## src/rtl/dmem_arbiter_if.sv

```systemverilog
// Requester-side bus of the data-memory arbiter: per-port requests and commands,
// plus the grant/done/err/rdata responses.
interface dmem_arbiter_if #(
  parameter int ADDR_W = 32,
  parameter int DATA_W = 32
);
  logic [1:0]        req;
  logic [1:0]        we;
  logic [ADDR_W-1:0] addr0;
  logic [ADDR_W-1:0] addr1;
  logic [DATA_W-1:0] wdata0;
  logic [DATA_W-1:0] wdata1;
  logic [1:0]        gnt;
  logic [1:0]        done;
  logic              err;
  logic [DATA_W-1:0] rdata;

  modport master (
    output req, we, addr0, addr1, wdata0, wdata1,
    input  gnt, done, err, rdata
  );

  modport slave (
    input  req, we, addr0, addr1, wdata0, wdata1,
    output gnt, done, err, rdata
  );
endinterface

```

## src/rtl/dmem_arbiter.sv

```systemverilog
// Round-robin two-port arbiter and single-access sequencer for the data memory.
// Optional per-port grant and conflict counters are built when DMEM_ARB_PERF_CNT_EN is defined.
module dmem_arbiter #(
  parameter int ADDR_W    = 32,
  parameter int DATA_W    = 32,
  parameter int MEM_DEPTH = 256
) (
  input  logic              clk,
  input  logic              rst_n,
  dmem_arbiter_if.slave     bus,
  output logic [ADDR_W-1:0] mem_address,
  output logic [DATA_W-1:0] mem_write_data,
  output logic              mem_read,
  output logic              mem_write,
  input  logic [DATA_W-1:0] mem_read_data
`ifdef DMEM_ARB_PERF_CNT_EN
  ,
  output logic [31:0]       cnt_gnt0,
  output logic [31:0]       cnt_gnt1,
  output logic [31:0]       cnt_conflict
`endif
);

  typedef enum logic [1:0] {IDLE, ACCESS, RESP} state_t;

  state_t            state;
  logic [1:0]        gnt_r;
  logic [1:0]        done_r;
  logic              err_r;
  logic [DATA_W-1:0] rdata_r;
  logic              last_gnt;
  logic              sel;
  logic              we_lat;
  logic              err_flag;
  logic [ADDR_W-1:0] addr_lat;
  logic [DATA_W-1:0] wdata_lat;
  logic              winner;
  logic              oor;

  assign bus.gnt   = gnt_r;
  assign bus.done  = done_r;
  assign bus.err   = err_r;
  assign bus.rdata = rdata_r;

  // On a tie the port that was not granted last wins, giving strict alternation.
  always_comb begin
    winner = (bus.req == 2'b11) ? ~last_gnt : bus.req[1];
  end

  assign oor = (addr_lat >= ADDR_W'(MEM_DEPTH));

  // Strobes are registered, so each state prepares the outputs seen in the next cycle:
  // ACCESS raises the strobe, RESP captures read data and raises done.
  always_ff @(posedge clk or negedge rst_n) begin
    if (!rst_n) begin
      state          <= IDLE;
      gnt_r          <= '0;
      done_r         <= '0;
      err_r          <= 1'b0;
      rdata_r        <= '0;
      mem_read       <= 1'b0;
      mem_write      <= 1'b0;
      mem_address    <= '0;
      mem_write_data <= '0;
      last_gnt       <= 1'b1;
      sel            <= 1'b0;
      we_lat         <= 1'b0;
      err_flag       <= 1'b0;
      addr_lat       <= '0;
      wdata_lat      <= '0;
    end else begin
      gnt_r  <= '0;
      done_r <= '0;
      err_r  <= 1'b0;
      case (state)
        IDLE: begin
          if (bus.req != 2'b00) begin
            gnt_r     <= winner ? 2'b10 : 2'b01;
            sel       <= winner;
            last_gnt  <= winner;
            we_lat    <= winner ? bus.we[1]   : bus.we[0];
            addr_lat  <= winner ? bus.addr1   : bus.addr0;
            wdata_lat <= winner ? bus.wdata1  : bus.wdata0;
            state     <= ACCESS;
          end
        end
        ACCESS: begin
          mem_address    <= addr_lat;
          mem_write_data <= wdata_lat;
          mem_write      <= we_lat & ~oor;
          mem_read       <= ~we_lat & ~oor;
          err_flag       <= oor;
          state          <= RESP;
        end
        RESP: begin
          if (mem_read) rdata_r <= mem_read_data;
          mem_read  <= 1'b0;
          mem_write <= 1'b0;
          done_r    <= sel ? 2'b10 : 2'b01;
          err_r     <= err_flag;
          state     <= IDLE;
        end
        default: state <= IDLE;
      endcase
    end
  end

`ifdef DMEM_ARB_PERF_CNT_EN
  always_ff @(posedge clk or negedge rst_n) begin
    if (!rst_n) begin
      cnt_gnt0     <= '0;
      cnt_gnt1     <= '0;
      cnt_conflict <= '0;
    end else if (state == IDLE && bus.req != 2'b00) begin
      if (winner) cnt_gnt1 <= cnt_gnt1 + 32'd1;
      else        cnt_gnt0 <= cnt_gnt0 + 32'd1;
      if (bus.req == 2'b11) cnt_conflict <= cnt_conflict + 32'd1;
    end
  end
`endif

endmodule

```

## src/flat_wrapper.sv

```systemverilog
// flat-port wrapper written by rule: the top's interface ports become plain ports
module dmem_arbiter_flat 
#(
  parameter int ADDR_W    = 32,
  parameter int DATA_W    = 32,
  parameter int MEM_DEPTH = 256
)
  (clk, rst_n, mem_address, mem_write_data, mem_read, mem_write, mem_read_data, bus_req, bus_we, bus_addr0, bus_addr1, bus_wdata0, bus_wdata1, bus_gnt, bus_done, bus_err, bus_rdata);
  dmem_arbiter_if #(.ADDR_W(ADDR_W), .DATA_W(DATA_W)) bus_i ();
  input  logic clk;
  input  logic rst_n;
  output logic [ADDR_W-1:0] mem_address;
  output logic [DATA_W-1:0] mem_write_data;
  output logic mem_read;
  output logic mem_write;
  input  logic [DATA_W-1:0] mem_read_data;
  input wire logic [$bits(bus_i.req)-1:0] bus_req;
  input wire logic [$bits(bus_i.we)-1:0] bus_we;
  input wire logic [$bits(bus_i.addr0)-1:0] bus_addr0;
  input wire logic [$bits(bus_i.addr1)-1:0] bus_addr1;
  input wire logic [$bits(bus_i.wdata0)-1:0] bus_wdata0;
  input wire logic [$bits(bus_i.wdata1)-1:0] bus_wdata1;
  output wire logic [$bits(bus_i.gnt)-1:0] bus_gnt;
  output wire logic [$bits(bus_i.done)-1:0] bus_done;
  output wire logic [$bits(bus_i.err)-1:0] bus_err;
  output wire logic [$bits(bus_i.rdata)-1:0] bus_rdata;
  assign bus_i.req = bus_req;
  assign bus_i.we = bus_we;
  assign bus_i.addr0 = bus_addr0;
  assign bus_i.addr1 = bus_addr1;
  assign bus_i.wdata0 = bus_wdata0;
  assign bus_i.wdata1 = bus_wdata1;
  assign bus_gnt = bus_i.gnt;
  assign bus_done = bus_i.done;
  assign bus_err = bus_i.err;
  assign bus_rdata = bus_i.rdata;
  dmem_arbiter #(.ADDR_W(ADDR_W), .DATA_W(DATA_W), .MEM_DEPTH(MEM_DEPTH)) u_core (.clk(clk), .rst_n(rst_n), .bus(bus_i), .mem_address(mem_address), .mem_write_data(mem_write_data), .mem_read(mem_read), .mem_write(mem_write), .mem_read_data(mem_read_data));
endmodule
```

## config.mk

```make
export PLATFORM = sky130hd
export DESIGN_NAME = dmem_arbiter_flat
export DESIGN_NICKNAME = d
export VERILOG_FILES = /design/src/rtl/dmem_arbiter_if.sv /design/src/rtl/dmem_arbiter.sv /design/src/flat_wrapper.sv
export SDC_FILE = /design/constraint.sdc
export NUM_CORES = 1
export LEC_CHECK = 0
export ABC_AREA = 1
export CORE_ASPECT_RATIO = 0.5
export CORE_MARGIN = 3
export CORE_UTILIZATION = 47
export CTS_CLUSTER_DIAMETER = 40
export DETAILED_ROUTE_END_ITERATION = 10
export HOLD_SLACK_MARGIN = 0.02
export PLACE_DENSITY = 0.85
export SYNTH_ARGS = -nofsm -noshare
export SYNTH_HDL_FRONTEND = slang
export SYNTH_SLANG_ARGS = --single-unit
```

## constraint.sdc

```tcl
create_clock -name clk -period 2.5 [get_ports clk]
set_input_delay 0.25 -clock clk [delete_from_list [all_inputs] [get_ports clk]]
set_output_delay 0.25 -clock clk [all_outputs]
set_load 0.01 [all_outputs]
```

Word level (Yosys, flattened, before mapping) --
Index checks and enable logic that the tools add are counted.
Word-level totals: memory bits (read-only) 0, output and inout port bits 103, memories kept 0, memory bits (writable) 0, bits in latches 0, flip-flop bits (word level) 173
Cells by class: reduce and logical (&&, ||, !) cells 5, bitwise gates (word level) 5, div/mod/pow operators 0, mux-type cells 14, multiply operators 0, equality and inequality tests 4, $lt $le $gt $ge 1, shifts and indexed selects 0, $add $sub $neg 0
Operators by type and width (number):
- $mux 32 | 2
- $ge 32x9->1 const B | 1
- $mux 2 | 6
- $eq 2x2->1 const B | 2
- $pmux 1 s2 | 2
- $pmux 2 s2 | 1
- $reduce_and 2->1 | 2
- $reduce_bool 2->1 | 2
- $mux 1 | 3
- $not 1->1 | 3
- $and 1x1->1 | 2
- $eq 2x1->1 const B | 1
- $logic_not 2->1 | 1
- $ne 2x1->1 const B | 1

Depth between registers and ports, before layout --
word-level depth 5, depth in mapped cells 9, gate-level depth less buffers 8

Least setup slack after synthesis --
No wires, ideal clock.
kind register -> register, from register u_core.state[1], to register u_core.mem_address[20], arrival 1.461 ns, cell stages (with the launch flop) 9, data required time 2.435 ns, setup time 0.065 ns, path buffers 3, slack 0.974 ns, period minus slack after synthesis 1.526 ns, cell sequence dfrtp_1 -> inv_1 -> ha_1 -> clkbuf_1 -> inv_2 -> clkbuf_1 -> clkbuf_1 -> nand2_1 -> nand2_1
Between the ends: word-level cells in the longest chain between the ends 1
RTL lines:
- from (decl) | RTL line dmem_arbiter.sv:26 | state_t state;
- from (signal assigned) | RTL line dmem_arbiter.sv:56 | state <= IDLE;
- from (signal assigned) | RTL line dmem_arbiter.sv:84 | state <= ACCESS;
- from (signal assigned) | RTL line dmem_arbiter.sv:93 | state <= RESP;
- $eq 2x1->1 | RTL line dmem_arbiter.sv:75 | case (state)
- to (signal assigned) | RTL line dmem_arbiter.sv:88 | mem_address <= addr_lat;
- to (decl) | RTL line dmem_arbiter.sv:11 | output logic [ADDR_W-1:0] mem_address,
Every way passes these cells. A chain may end at the register's enable or synchronous reset.

Final worst setup path --
from register u_core.state[0], to register u_core.addr_lat[5]
Between the ends: word-level cells in the longest chain between the ends 2
RTL lines:
- $logic_not 2->1 | RTL line dmem_arbiter.sv:75
- $reduce_and 2->1 (no source line)
- to (signal assigned) | RTL line dmem_arbiter.sv:82 | addr_lat <= winner ? bus.addr1 : bus.addr0;
- to (decl) | RTL line dmem_arbiter.sv:35 | logic [ADDR_W-1:0] addr_lat;
Every way passes these cells.

==> results.cfg <==
[worst_setup_path]
start_kind = register
crit_arrival_ns = 2.62
crit_type = register to register
r2r.worst_path.cells = 9
critical_path.endpoint_type = register
crit_fanout = 47
cp_data_required_time_ns = 2.85

[synthesis]
async_reset_ff_frac = 1.00
synth_ff_type = dfrtp_1
yosysTopAreaCell = dfrtp_1
synthesis.nets = 917
avgSynthCellArea_sq_um = 9.36
yosysTopAreaCellShare = 0.615
synth_enable_flop_cells = 0
synth_common_cells = 349 x nand2_1, 172 x dfrtp_1, 54 x nand3_1, 32 x mux2_2, 24 x o21ai_0
synth_cells = 747
yosysSeqAreaShare = 0.619
syn_area_sq_um = 7000
ys_warn_count = 0
synth.most_common_cell = nand2_1
ys_ff_latch = 173
ys_types = 23
synth.area.top_cells = dfrtp_1 62%, nand2_1 19%, mux2_2 5.2%

[floorplanning]
ios = 269
rows = 30
dieArea_sq_um = 16500
die_w_um = 179
start_util = 0.498
core_sq_um = 14000
die_h_um = 92.3

[drt]
viasPerCell = 5.10
drtPass1Iterations = 5
drt_iter0_drc = 440
wl_per_cell_um = 16.9
post-route-drc-count = 0
drt-total-wl_mm = 20.5
ant_nets = 0
via_count = 6202

[power_and_ir_drop]
power.leakage_uw = 0.00486
power_density_nw_per_um2 = 1110
ir_drop_v = 0.000544
p_total_uw = 11600

[cts]
cts.path.max_buffers = 2
numCtsBuffers = 17
htreeDepth = 4
clk_pin_slew_ns = 0.07
cts_setup_buffers = 0
post_cts_resized = 0
cts_sinks = 173
clock_latency_ns = 0.42
tritoncts = built
clockRootBuffer = clkbuf_16

[sta]
tightest_slew_ns = 0.672
hold_viol_final = 0
grt_setup_unrepaired = no
slew_violations = 0
period_needed_ns = 2.28
setup_viol = 0
slew_headroom = 0.552
max_freq_ghz = 0.439
fin_tns_setup_ns = 0
finClkSkew_ns = 0.00860
post-route-period-util = 0.911

[global_route]
antenna_found_initial = 0
grt_first_pass_wirelength_mm = 32.4
grt_util_all_layers = 0.250
grt_max_degree = 71
grt_pass1_vias = 6415
grt_overflow = 0

[hold_path]
hp-class = input pin to register
min_path_cells = 3

[finish]
fin_area_sq_um = 10500
ff_latch_area_sq_um = 4330
n_antenna_cell = 0
fillers = 991
drive_gt1_frac = 0.0841
fin_nets = 1180
syn_to_final_growth_pct = 49.5
instances_no_fill = 1215
multiInputGateArea_sq_um = 2390

[flow_run]
max-cap-violations = 0

[placed_design]
routabilityCongestion = 0.853
post_dp_cell_area_sq_um = 9870
portBuffers = 268
dp_hpwl_mm = 14.2
dp.cells = 1182

[status]
outcome = completed
==> worst max-delay path, stage by stage, from the launching register on <==
cell and delay [ns]:
dfrtp_1 0.41, inv_1 0.14, ha_1 0.23, inv_1 0.14
nor2_4 0.43, inv_2 0.11, a21oi_4 0.28, buf_12 0.27
nand2_1 0.10, nand3_1 0.08
==> where the power goes <==
group	internal, uW	total (uW)	switching [uW]
Combinational	2000	4410	2420
Clock	1410	2600	1180
Sequential	3920	4560	642
Total	7330	11600	4240
==> flip-flops by register name (all words and copies together) (netlist names), 2 cells and up <==
signal	count
u_core.addr_lat	32
u_core.bus.rdata	32
u_core.mem_address	32
u_core.mem_write_data	32
u_core.wdata_lat	32
u_core.bus.done	2
u_core.bus.gnt	2
u_core.state	2
==> layout by cell type (no fill, tap or decap), drive strengths merged <==
cell type / instances
nand2: 349
clkdlybuf4s50: 267
dfrtp: 172
nand3: 54
mux2: 32
inv: 28
o21ai: 24
nor2: 19
clkbuf: 17
a21oi: 15
buf: 14
o22ai: 12
clkinvlp: 4
ha: 4
clkinv: 4
nand4: 2
a31oi: 1
and3: 1
nor3: 1
bufinv: 1
dlygate4sd3: 1
dfstp: 1
==> kinds of logic (layout without fill, tap and decap cells) <==
kind of cell | Yosys count | after routing | synth area share
AND/OR/NAND/NOR | 426 | 426 | 0.241
flip-flops | 173 | 173 | 0.619
multiplexers | 32 | 32 | 0.0515
buffers and inverters | 60 | 336 | 0.0399
adder cells (fa/ha/maj) | 4 | 4 | 0.00715
AO/OA/AOI/OAI | 52 | 52 | 0.0411
==> final timing paths <==
path / startpoint / endpoint / slack (ns)
max in group asynchronous: rst_n / u_core.addr_lat[21] / 1.36
min in group asynchronous: rst_n / u_core.mem_address[13] / 0.42
worst max-delay path: u_core.state[0] / u_core.addr_lat[5] / 0.22
worst min register to register: u_core.mem_address[0] / u_core.mem_address[0] / 0.47
worst min-delay path: bus_wdata0[0] / u_core.wdata_lat[0] / 0.39
worst max register to register: u_core.state[0] / u_core.addr_lat[5] / 0.22
==> routing by layer <==
layer | vias up | global-route usage | part of all wire
li1 | 2905 | - | -
met1 | 2973 | 0.304 | 0.39
met2 | 274 | 0.437 | 0.51
met5 | - | 0 | 0
met4 | 0 | 0.0913 | 0.031
met3 | 50 | 0.0567 | 0.064
==> layout make-up <==
type	count	share of cell area
multi-input cells	514	0.229
repair buffers	282	0.270
flip-flops and latches	173	0.414
clock inverters	15	0.0152
clock buffers	17	0.0407
inverters	22	0.00789
well taps	192	0.0230
==> what timing repair did <==
action / in CTS / in global routing
setup endpoints to repair: 0 / 0
endpoints found under the hold margin: 66 / 0
hold buffers: 1 / 0
==> per-stage QoR <==
step	setup WS [ns]	hold slack [ns]	util
after global placement	0.367	0.299	0.703
after CTS	0.248	0.387	0.745
after global routing	0.0367	0.387	0.745
final	0.224	0.387	0.745
after detailed placement	0.324	0.311	0.703
after floorplan	0.974	-0.0456	-
Note: power is estimated with default switching activity, not from simulation.
